### src/rtl/ws2812_pkg.sv
// ws2812_pkg: shared state encoding, error bit positions and pixel width for the WS2812 receiver.
package ws2812_pkg;
    typedef enum logic [1:0] {SYNC, IDLE, HIGH, LOW} state_t;
    localparam int ERR_OVR = 0;
    localparam int ERR_BAD = 1;
    localparam int ERR_PART = 2;
    localparam int PIX_W = 24;
endpackage

### src/rtl/ws2812_rx_sync.sv
// ws2812_rx_sync: 2-flop synchronizer with a previous-sample flop for rise/fall pulses.
module ws2812_rx_sync (
    input  logic clk,
    input  logic reset,
    input  logic d,
    output logic s,
    output logic rise,
    output logic fall
);
    logic meta, prev;
    always_ff @(posedge clk) begin
        if (!reset) begin
            meta <= 1'b0;
            s    <= 1'b0;
            prev <= 1'b0;
        end else begin
            meta <= d;
            s    <= meta;
            prev <= s;
        end
    end
    assign rise = s & ~prev;
    assign fall = ~s & prev;
endmodule

### src/rtl/ws2812_rx.sv
// ws2812_rx: decodes WS2812 NRZ pulses into MSB-first 24-bit GRB pixels,
// flags the latch gap and keeps sticky overrun/bad-pulse/partial errors.
module ws2812_rx
    import ws2812_pkg::*;
#(
    parameter int BIT_THRESH   = 15,
    parameter int MIN_HIGH     = 4,
    parameter int MAX_HIGH     = 40,
    parameter int RESET_CYCLES = 1250,
    parameter int CW           = 16
) (
    input  logic             clk,
    input  logic             reset,
    input  logic             din,
    output logic [PIX_W-1:0] pixel,
    output logic             pixel_valid,
    input  logic             pixel_ready,
    output logic [15:0]      pixel_index,
    output logic             latch,
    output logic [2:0]       err,
    input  logic             err_clr
);
    logic s, rise, fall;
    state_t state, state_n;
    logic [CW-1:0] hcnt, hcnt_n, lcnt, lcnt_n;
    logic [4:0] bits, bits_n;
    logic [PIX_W-1:0] sh, sh_n, pixel_n;
    logic [15:0] fidx, fidx_n, index_n;
    logic latch_n, valid_n, done, load;
    logic [2:0] err_set;

    ws2812_rx_sync u_sync (
        .clk  (clk),
        .reset(reset),
        .d    (din),
        .s    (s),
        .rise (rise),
        .fall (fall)
    );

    always_comb begin
        state_n = state;
        hcnt_n  = hcnt;
        lcnt_n  = lcnt;
        bits_n  = bits;
        sh_n    = sh;
        fidx_n  = fidx;
        latch_n = 1'b0;
        err_set = '0;
        done    = 1'b0;
        case (state)
            SYNC: begin
                lcnt_n = s ? '0 : lcnt + CW'(1);
                if (!s && lcnt + CW'(1) == CW'(RESET_CYCLES)) begin
                    state_n = IDLE;
                    lcnt_n  = '0;
                end
            end
            IDLE: if (rise) begin
                state_n = HIGH;
                hcnt_n  = CW'(1);
            end
            HIGH: begin
                // An over-long pulse means we lost framing; resynchronise on a full gap.
                if (hcnt > CW'(MAX_HIGH)) begin
                    err_set[ERR_BAD] = 1'b1;
                    bits_n  = '0;
                    lcnt_n  = '0;
                    state_n = SYNC;
                end else if (fall) begin
                    state_n = LOW;
                    lcnt_n  = CW'(1);
                    if (hcnt < CW'(MIN_HIGH)) err_set[ERR_BAD] = 1'b1;
                    else begin
                        sh_n   = {sh[PIX_W-2:0], hcnt >= CW'(BIT_THRESH)};
                        done   = bits == 5'(PIX_W - 1);
                        bits_n = done ? '0 : bits + 5'd1;
                        fidx_n = done ? fidx + 16'd1 : fidx;
                    end
                end else hcnt_n = hcnt + CW'(1);
            end
            LOW: begin
                if (rise) begin
                    state_n = HIGH;
                    hcnt_n  = CW'(1);
                end else if (lcnt + CW'(1) == CW'(RESET_CYCLES)) begin
                    latch_n = 1'b1;
                    err_set[ERR_PART] = bits != '0;
                    bits_n  = '0;
                    fidx_n  = '0;
                    lcnt_n  = '0;
                    state_n = IDLE;
                end else lcnt_n = lcnt + CW'(1);
            end
            default: state_n = SYNC;
        endcase
        err_set[ERR_OVR] = done & pixel_valid & ~pixel_ready;
        load    = done & ~(pixel_valid & ~pixel_ready);
        pixel_n = load ? sh_n : pixel;
        index_n = load ? fidx : pixel_index;
        valid_n = load | (pixel_valid & ~pixel_ready);
    end

    always_ff @(posedge clk) begin
        if (!reset) begin
            state       <= SYNC;
            hcnt        <= '0;
            lcnt        <= '0;
            bits        <= '0;
            sh          <= '0;
            fidx        <= '0;
            pixel       <= '0;
            pixel_valid <= 1'b0;
            pixel_index <= '0;
            latch       <= 1'b0;
            err         <= '0;
        end else begin
            state       <= state_n;
            hcnt        <= hcnt_n;
            lcnt        <= lcnt_n;
            bits        <= bits_n;
            sh          <= sh_n;
            fidx        <= fidx_n;
            pixel       <= pixel_n;
            pixel_valid <= valid_n;
            pixel_index <= index_n;
            latch       <= latch_n;
            err         <= (err_clr ? 3'b000 : err) | err_set;
        end
    end
endmodule

### config.mk
export PLATFORM = sky130hd
export DESIGN_NAME = ws2812_rx
export DESIGN_NICKNAME = d
export VERILOG_FILES = /design/src/rtl/ws2812_pkg.sv /design/src/rtl/ws2812_rx_sync.sv /design/src/rtl/ws2812_rx.sv
export SDC_FILE = /design/constraint.sdc
export NUM_CORES = 1
export LEC_CHECK = 0
export CORE_MARGIN = 2
export CORE_UTILIZATION = 45
export DETAILED_ROUTE_END_ITERATION = 6
export DONT_BUFFER_PORTS = 1
export HOLD_SLACK_MARGIN = 0.03
export SYNTH_ARGS = -nofsm -noshare
export SYNTH_HDL_FRONTEND = slang
export SYNTH_SLANG_ARGS = --single-unit
### constraint.sdc
create_clock -name clk -period 7.8 [get_ports clk]
set_input_delay 1.17 -clock clk [delete_from_list [all_inputs] [get_ports clk]]
set_output_delay 1.17 -clock clk [all_outputs]
set_load 0.005 [all_outputs]
# Word-level counts from Yosys, hierarchy flattened
# Cells that the tools add are included.
[word_totals]
register_bits = 127
inputBits = 5
output_inout_bits = 45
word_cells = 116
[op_classes]
addsub = 4
order_cmp = 3
eq_ne = 18
n_mux = 49
bitwise_logic = 14
n_reduce_logical = 14
[ops]
columns = ["op", "n"]
rows = [
  ["$mux W16", 15],
  ["$mux W24", 4],
  ["$pmux W16 S2", 2],
  ["$add A16 B1 Y16 const B", 3],
  ["$pmux W16 S3", 1],
  ["$mux W5", 6],
  ["$ne A2 B2 Y1 const B", 9],
  ["$eq A16 B11 Y1 const B", 1],
  ["$ge A16 B4 Y1 const B", 1],
  ["$gt A16 B6 Y1 const B", 1],
  ["$lt A16 B3 Y1 const B", 1],
  ["$mux W1", 12],
  ["$mux W2", 6],
  ["$pmux W5 S2", 1],
  ["$ne A3 B3 Y1 const B", 3],
  ["$pmux W2 S4", 1],
  ["$reduce_and A4 Y1", 2],
  ["$reduce_and A7 Y1", 1],
  ["$and A1 B1 Y1", 6],
  ["$not A1 Y1", 6],
  ["$add A5 B1 Y5 const B", 1],
  ["$eq A5 B5 Y1 const B", 1],
  ["$reduce_and A5 Y1", 1],
  ["$reduce_bool A5 Y1", 1],
  ["14 further kinds", 16],
]

# Longest topological paths before layout
# Gate-level depths: netlist of the first run.
[logic_depth]
word_depth = 8
mapped_depth = 12
depth_no_buf = 9

# Hierarchy
# From an unflattened synthesis of the first run, not the netlist that was laid out.
[hier_totals]
hier_cells = 667
hier_area_um2 = 5933.2
[modules_own_cells]
columns = ["module", "instances", "cells_per_inst", "area_per_inst_um2", "seq_area_each_um2"]
rows = [
  ["ws2812_rx", 1, 659, 5841.9, 2482.4],
  ["ws2812_rx_sync", 1, 8, 91.3, 60.1],
]

# Worst setup path after synthesis of the first run
# OpenSTA, ideal clock, no wires.
[synth_timing]
kind = "flip-flop to flip-flop"
start = "reg lcnt[0]"
end = "reg bits[3]"
setup_time_ns = 0.120
arrival_ns = 2.632
required_ns = 7.680
path_slack_ns = 5.048
path_stages_with_launch = 9
n_path_buf = 1
period_less_slack_ns = 2.752
cell_sequence = "dfxtp_1 > buf_2 > nand3_4 > or4b_4 > a221o_1 > or4_4 > o41ai_4 > nor2_2 > a211o_1"
[synth_via]
elab_chain_len = 4
[synth_rtl]
columns = ["item", "line", "source"]
rows = [
  ["from (decl)", "ws2812_rx.sv:25", "logic [CW-1:0] hcnt, hcnt_n, lcnt, lcnt_n;"],
  ["from (signal assigned)", "ws2812_rx.sv:120", "lcnt <= lcnt_n;"],
  ["$add A16 B1 Y16", "ws2812_rx.sv:86", "end else if (lcnt + CW'(1) == CW'(RESET_CYCLES)) begin"],
  ["$eq A16 B11 Y1", "ws2812_rx.sv:86", ""],
  ["$ne A2 B2 Y1 (no source line)", "n/a", ""],
  ["$reduce_and A5 Y1 (no source line)", "n/a", ""],
  ["to (signal assigned)", "ws2812_rx.sv:121", "bits <= bits_n;"],
  ["to (decl)", "ws2812_rx.sv:26", "logic [4:0] bits, bits_n;"],
]
# Every way passes these cells.
# A chain may end at the register's enable or synchronous reset.

# Worst setup path in the final report of the first run
[layout_timing]
start = "reg lcnt[0]"
end = "reg lcnt[8]"
[layout_via]
elab_chain_len = 5
elab_cells_between_ends = 8
cone_classes = "add/sub: 1; eq/ne: 1; mux: 5; reduce/logical: 1"
[layout_rtl]
columns = ["item", "line", "source"]
rows = [
  ["$add A16 B1 Y16 (*)", "n/a", ""],
  ["$eq A16 B11 Y1", "ws2812_rx.sv:54, ws2812_rx.sv:86", ""],
  ["$mux W16 / $logic_and A1 B1 Y1 (equally long branches)", "ws2812_rx.sv:86, ws2812_rx.sv:54", ""],
  ["$mux W16 (on tied branches)", "ws2812_rx.sv:83, ws2812_rx.sv:54", ""],
  ["$pmux W16 S3 (*)", "ws2812_rx.sv:51", "case (state)"],
]
# Mark *: on every way between the ends. The rest lies on a longest branch, timed or not. The select of a mux whose other input is x is not followed.

==> summary.md, run 1 <==
| Metric | Value |
|---|---|
| Post-synthesis mux area share | 0.04095 |
| CP Launch Point | lcnt[0] |
| Tightest Pin Transition | 1.151 ns |
| Synth area leaders | dfxtp_1 45%, a21oi_1 5.3%, nor2_1 4.3% |
| Clock power share | 0.544 |
| Setup violations, final | 0 |
| Post-Synthesis Cells | 646 |
| Total core area | 0.01211 mm² |
| Hold Buf Count CTS | 0 |
| Synth Warn # | 0 |
| Port Buf Inserts | 0 |
| Yosys top cell area share | 0.4523 |
| Dpl hpwl | 8.700 mm |
| CTS sink cnt | 127 |
| Final Slew Violations | 0 |
| Crit-path cells | ha_1 > nand4_1 > nor2_1 > a2111oi_0 > a21oi_1 > nor3_4 > or3_1 > o41ai_1 |
| DR vias | 4608 |
| Total nets after synthesis | 658 |
| CP Launch Type | flip-flop |
| Synth Area in XOR/XNOR | 0.02181 |
| GRT Total Usage | 0.2038 |
| TNS Setup | 0 ns |
| Main combinational cell family by area after synthesis | simple AND/OR/NAND/NOR gates |
| Placed insts | 773 |
| Outcome | completed |
| Largest fanout on the critical path | 10 |
| NumNets Final | 636 |
| Synth unique cells | 74 |
| Worst Clk Skew | 0.009818 ns |
| P_sw | 323.0 µW |
| Synth-to-layout area growth | 11.84% |
| Crit end category | flip-flop |
| Syn avg cell area | 8.702 µm² |
| Arrival @ worst endpoint | 3.68 ns |
| Cell Count, Final, Fillers Out | 805 |
| Post-cts sizing count | 0 |
| Biggest area consumer among synthesized cells | dfxtp_1 |
| Sequential Power Share | 0.441 |
| First-pass GRT wire length | 21.68 mm |
| Placement Rows | 40 |
| GPL Wtd Cong | 0.8895 |
| Simple logic cell fraction of the synthesized area | 0.2292 |
| Post-route setup slack | 4.425 ns |
| Top_reg_cell synth | dfxtp_1 |
| Post-synth EDFFs | 0 |
| Worst-path clk slew | 0.06 ns |
| RSZ-0062 raised after global routing | no |
| Clock latency at the later pin of the worst-skew pair | 0.41 ns |
| Post-synthesis register bit count | 127 |
| Comb pwr share | 0.015 |
| Final ANT Viol Nets | 0 |
| CP required | 8.11 ns |
| Layout filler cell count | 1157 |
| Synth async-reset ratio | 0 |
| Crit path time final | 3.375 ns |
| CTS H-tree lvls | 4 |
| Die Wd | 115.8 µm |
| Via density | 5.724 |
| Fin crit share | 0.4326 |
| Buffers plus inverters on the worst setup path | 0 |
| Fraction of the mapped netlist area in adder cells | 0.01558 |
| FF-to-FF Start | lcnt[0] |
| P_leak | 2.204 nW |
| VDD IR-drop max | 0.0001830 V |
| Final hold viol count | 0 |
| Die Ht | 115.8 µm |
| CTS buffer count | 17 |
| P_int | 1.165 mW |
| Worst hold path class | flip-flop to flip-flop |
| Largest net degree at the start of global routing | 63 |
| Layout cells sized above 1 | 0.08006 |
| Root Buffer | clkbuf_16 |
| Number of max-cap violations | 0 |
| Initial core utilization | 0.4642 |
| Total setup buffers inserted after CTS | 0 |
| Seq/Total Area, Yosys | 0.4523 |
| DR WL/cell | 16.12 µm |
| I/O pin cnt | 50 |
| GR Overflow Total | 0 |
| Worst slack, placed | 4.430 ns |
| DR DRC count | 0 |
| Sw Ratio | 0.2170 |
| Slew margin rel. | 0.2308 |
| Die Area | 0.01340 mm² |
| Cell Pwr Density | 236.7 mW/mm² |
| Final WL | 12.98 mm |
| DRT Pass-1 Iters | 5 |
| Fmax | 296.3 MHz |
| Slowest stage cell, crit path | or3_1 |
| Number of global-route vias before repair | 4407 |
| Clock Path Buffers | 2 |
| Synthesized area | 0.005622 mm² |
| # diodes | 0 |
| Crit path largest cell delay | 0.61 ns |
| Cell family with the largest share of critical-path delay | simple AND/OR/NAND/NOR gates |
| Initial DRC count | 409 |
| Antenna violations before repair | 0 |
| TritonCTS clock tree | built |
| WS Path Type | flip-flop to flip-flop |
| Hold_sp | u_sync.meta |
| Compound-cell area share of the yosys netlist | 0.1963 |
## cell usage after synthesis, types with 3 or more instances
library cell and number:
a21o_1 4, nor4_1 10, nor2_1 64, nand4_1 17, o31ai_1 9, nand2_1 62, a21oi_1 59, inv_1 15
xnor2_1 4, a31oi_1 5, xor2_1 10, and4_1 6, a21boi_0 3, dfxtp_1 127, and2_1 12, a2111oi_0 3
ha_1 7, clkbuf_1 29, buf_2 10, a211o_1 3, nand3_1 16, a41oi_1 5, o21ai_0 37, o41ai_1 9
and3_1 8, a211oi_1 3, nor2b_1 6, mux2i_1 23, nand2b_1 12, nor4b_1 3, nor3_1 10
## cell families after synthesis
kind of cell               count (synthesis)
xor gates and xnor gates                  14
muxes                                     23
AOI/OAI and AO/OA                        169
buffers and inverters                     59
DFF                                      127
adders and majority gates                  7
and+or+nand+nor                          247
## flip-flops by register name (all words and copies together), names as in the netlist
register     flops
err              3
fidx            16
u_sync.prev      1
hcnt            16
latch            1
u_sync.s         1
lcnt            16
bits             5
state            2
u_sync.meta      1
pixel_index     16
sh              24
pixel_valid      1
pixel           24
## metal layers
layer | GRT usage | routed length (µm)
met2 | 0.3279 | 6113
met5 | 0 | 0
met4 | 0.07460 | 146
met1 | 0.2561 | 5808
met3 | 0.06799 | 907
## final cells by class
class                   count  area, µm²  area share
clock buffers              18      429.2     0.06826
clock inverters            14      177.7     0.02826
inverters                  15      56.30    0.008955
multi-input cells         460       2849      0.4531
flip-flops and latches    127       2542      0.4044
well taps                 168      210.2     0.03343
repair buffers              3      22.52    0.003582
## power by group through the flow
stage / Combinational [mW] / Clock (mW) / Sequential [mW]
final: 0.0222 / 0.810 / 0.656
after global routing: 0.0245 / 0.856 / 0.656
after CTS: 0.0223 / 0.826 / 0.656
after detailed placement: 0.0223 / 0 / 0.670
after global placement: 0.0223 / 0 / 0.669
after floorplan: 0.0242 / 0 / 0.666
## path summary, 6_finish.rpt
path | cells past startpoint | endpoint | slack (ns)
worst max-delay path | 8 | lcnt[8] | 4.43
worst max register to register | 8 | lcnt[8] | 4.43
worst min-delay path | 1 | u_sync.s | 0.43
worst min register to register | 1 | u_sync.s | 0.43
## cell usage in the layout, fill, tap and decap left out, types with 10 or more instances in the layout
cell type  Yosys  layout
and2_1        12      12
nand2b_1      12      12
clkbuf_16      0      17
nand4_1       17      17
dfxtp_1      127     127
xor2_1        10      10
nand2_1       62      62
nand3_1       16      16
inv_1         15      14
mux2i_1       23      23
a21oi_1       59      59
o21ai_0       37      37
nor2_1        64      64
## stage by stage
stage / power, mW / hold WS, ns / util / cell area (µm²)
CTS: 1.504 / 0.4383 / 0.5191 / 6287
floorplan: 0.6902 / 0.4119 / - / 5622
global route: 1.537 / 0.4613 / 0.5191 / 6287
finish: 1.488 / 0.4311 / 0.5191 / 6287
global placement: 0.6918 / 0.4192 / 0.4690 / 5680
detailed placement: 0.6921 / 0.4258 / 0.4690 / 5680
## worst reg2reg max path: stages, from the launching register on
cell and delay (ns):
dfxtp_1 0.56, ha_1 0.32, nand4_1 0.17, nor2_1 0.39
a2111oi_0 0.18, a21oi_1 0.58, nor3_4 0.16, or3_1 0.62
o41ai_1 0.30
Note: power is estimated with default switching activity, not from simulation.
==> run 2: changes to the inputs <==
==> constraint.sdc (replaced) <==
create_clock -name clk -period 3.5 [get_ports clk]
set_input_delay 0.525 -clock clk [delete_from_list [all_inputs] [get_ports clk]]
set_output_delay 0.525 -clock clk [all_outputs]
set_load 0.005 [all_outputs]
==> summary.md, run 2 (synthesis results as in run 1) <==
| Metric | Value |
|---|---|
| Crit-path cells | nand3_4 > or4b_4 > a221o_1 > or4_4 > nor3_4 > or3_1 > o311ai_1 |
| Clock power share | 0.556 |
| Hold_ws | 0.2282 ns |
| Final Slew Violations | 0 |
| DR vias | 4677 |
| Outcome | completed |
| Worst Clk Skew | 0.006437 ns |
| RSZ-0062 raised after global routing | no |
| Arrival @ worst endpoint | 3.50 ns |
| Crit end category | flip-flop |
| P_int | 2.636 mW |
| Antenna violations before repair | 0 |
| Largest regs | pixel x24, sh x24 |
| GRT Total Usage | 0.2099 |
| CTS buffer count | 17 |
| Layout cells sized above 1 | 0.09861 |
| Dpl hpwl | 8.927 mm |
| I/O pin cnt | 50 |
| Post-cts sizing count | 0 |
| Port Buf Inserts | 0 |
| CP required | 3.79 ns |
| Synth-to-layout area growth | 14.20% |
| CTS sink cnt | 127 |
| Initial DRC count | 279 |
| TNS Setup | 0 ns |
| GR Overflow Total | 0 |
| CTS H-tree lvls | 4 |
| Initial core utilization | 0.4642 |
| Final WL | 13.19 mm |
| Placed insts | 785 |
| P_sw | 772.7 µW |
| Comb pwr share | 0.017 |
| Number of global-route vias before repair | 4316 |
| GPL Wtd Cong | 0.9196 |
| Slew margin rel. | 0.4450 |
| Crit path time final | 3.209 ns |
| Placement Rows | 40 |
| DR DRC count | 0 |
| Sequential Power Share | 0.427 |
| WS Path Type | flip-flop to flip-flop |
| Fin crit share | 0.9169 |
| Hold Buf Count CTS | 0 |
| Cell Count, Final, Fillers Out | 817 |
| DRT Pass-1 Iters | 5 |
| Largest net degree at the start of global routing | 63 |
| Clock latency at the later pin of the worst-skew pair | 0.43 ns |
| Largest fanout on the critical path | 13 |
| VDD IR-drop max | 0.0004217 V |
| TritonCTS clock tree | built |
| Die Ht | 115.8 µm |
| P_leak | 2.284 nW |
| Die Wd | 115.8 µm |
| Setup violations, final | 0 |
| DR WL/cell | 16.14 µm |
| First-pass GRT wire length | 22.16 mm |
| NumNets Final | 648 |
| Worst hold path class | primary input to flip-flop |
| Clock Path Buffers | 2 |
| Commonest non-fill, non-tap cell in the layout | dfxtp_1 |
| Final Util | 0.5301 |
| Total setup buffers inserted after CTS | 0 |
| Sw Ratio | 0.2267 |
| Final ANT Viol Nets | 0 |
| Via density | 5.725 |
| Fmax | 311.6 MHz |
| Commonest cells after routing, fill and taps aside | 127 x dfxtp_1, 64 x nor2_1, 62 x nand2_1 |
| Tightest Pin Transition | 0.8115 ns |
| # diodes | 0 |
| Final hold viol count | 0 |
| Cell Pwr Density | 530.9 mW/mm² |
| Total core area | 0.01211 mm² |
| Die Area | 0.01340 mm² |
| Worst-path clk slew | 0.06 ns |
| Crit path largest cell delay | 0.59 ns |
| Root Buffer | clkbuf_16 |
| Slowest stage cell, crit path | or4b_4 |
| CP Launch Type | flip-flop |
| Number of max-cap violations | 0 |
## run 2: power groups by stage
stage	Combinational, mW	Sequential, mW	Clock, mW
detailed placement	0.0578	1.49	0
finish	0.0575	1.46	1.90
floorplan	0.0539	1.48	0
global route	0.0638	1.46	1.98
CTS	0.0579	1.45	1.93
global placement	0.0579	1.49	0
## run 2: worst max-delay path, delay by kind of cell (launching register included)
family           cells  cell delay [ns]
AND/OR/NAND/NOR      5             2.05
AO/OA/AOI/OAI        2             0.43
flip-flops           1             0.58
## run 2: metrics by stage
stage               area, µm²  setup WS, ns  power [mW]
floorplan                5622        0.7479       1.538
global placement         5783        0.4003       1.545
detailed placement       5783        0.3312       1.545
CTS                      6420        0.3077       3.439
global route             6420       0.08052       3.499
finish                   6420        0.2907       3.408
## run 2: final timing paths
check,from,to,slack (ns),depth (start not counted)
worst max-delay path,lcnt[2],lcnt[2],0.29,7
worst min-delay path,din,u_sync.meta,0.23,1
worst max register to register,lcnt[2],lcnt[2],0.29,7
worst min register to register,u_sync.meta,u_sync.s,0.44,1
## run 2: layout make-up
type	instances	area, µm²
fill	1161	5692
multi-input combinational	460	2849
sequential	127	2542
clock buffer	18	439.2
tap	168	210.2
clock inverter	14	197.7
timing repair buffer	15	125.1
inverter	15	56.30
## run 2: routing by layer
layer | part of all wire | vias up | GRT usage | routed length (µm)
met5 | 0 | - | 0 | 0
met4 | 0.016 | 0 | 0.07143 | 215
met3 | 0.062 | 21 | 0.06851 | 814
met2 | 0.46 | 114 | 0.3302 | 6113
met1 | 0.46 | 2202 | 0.2727 | 6043
li1 | - | 2340 | - | -
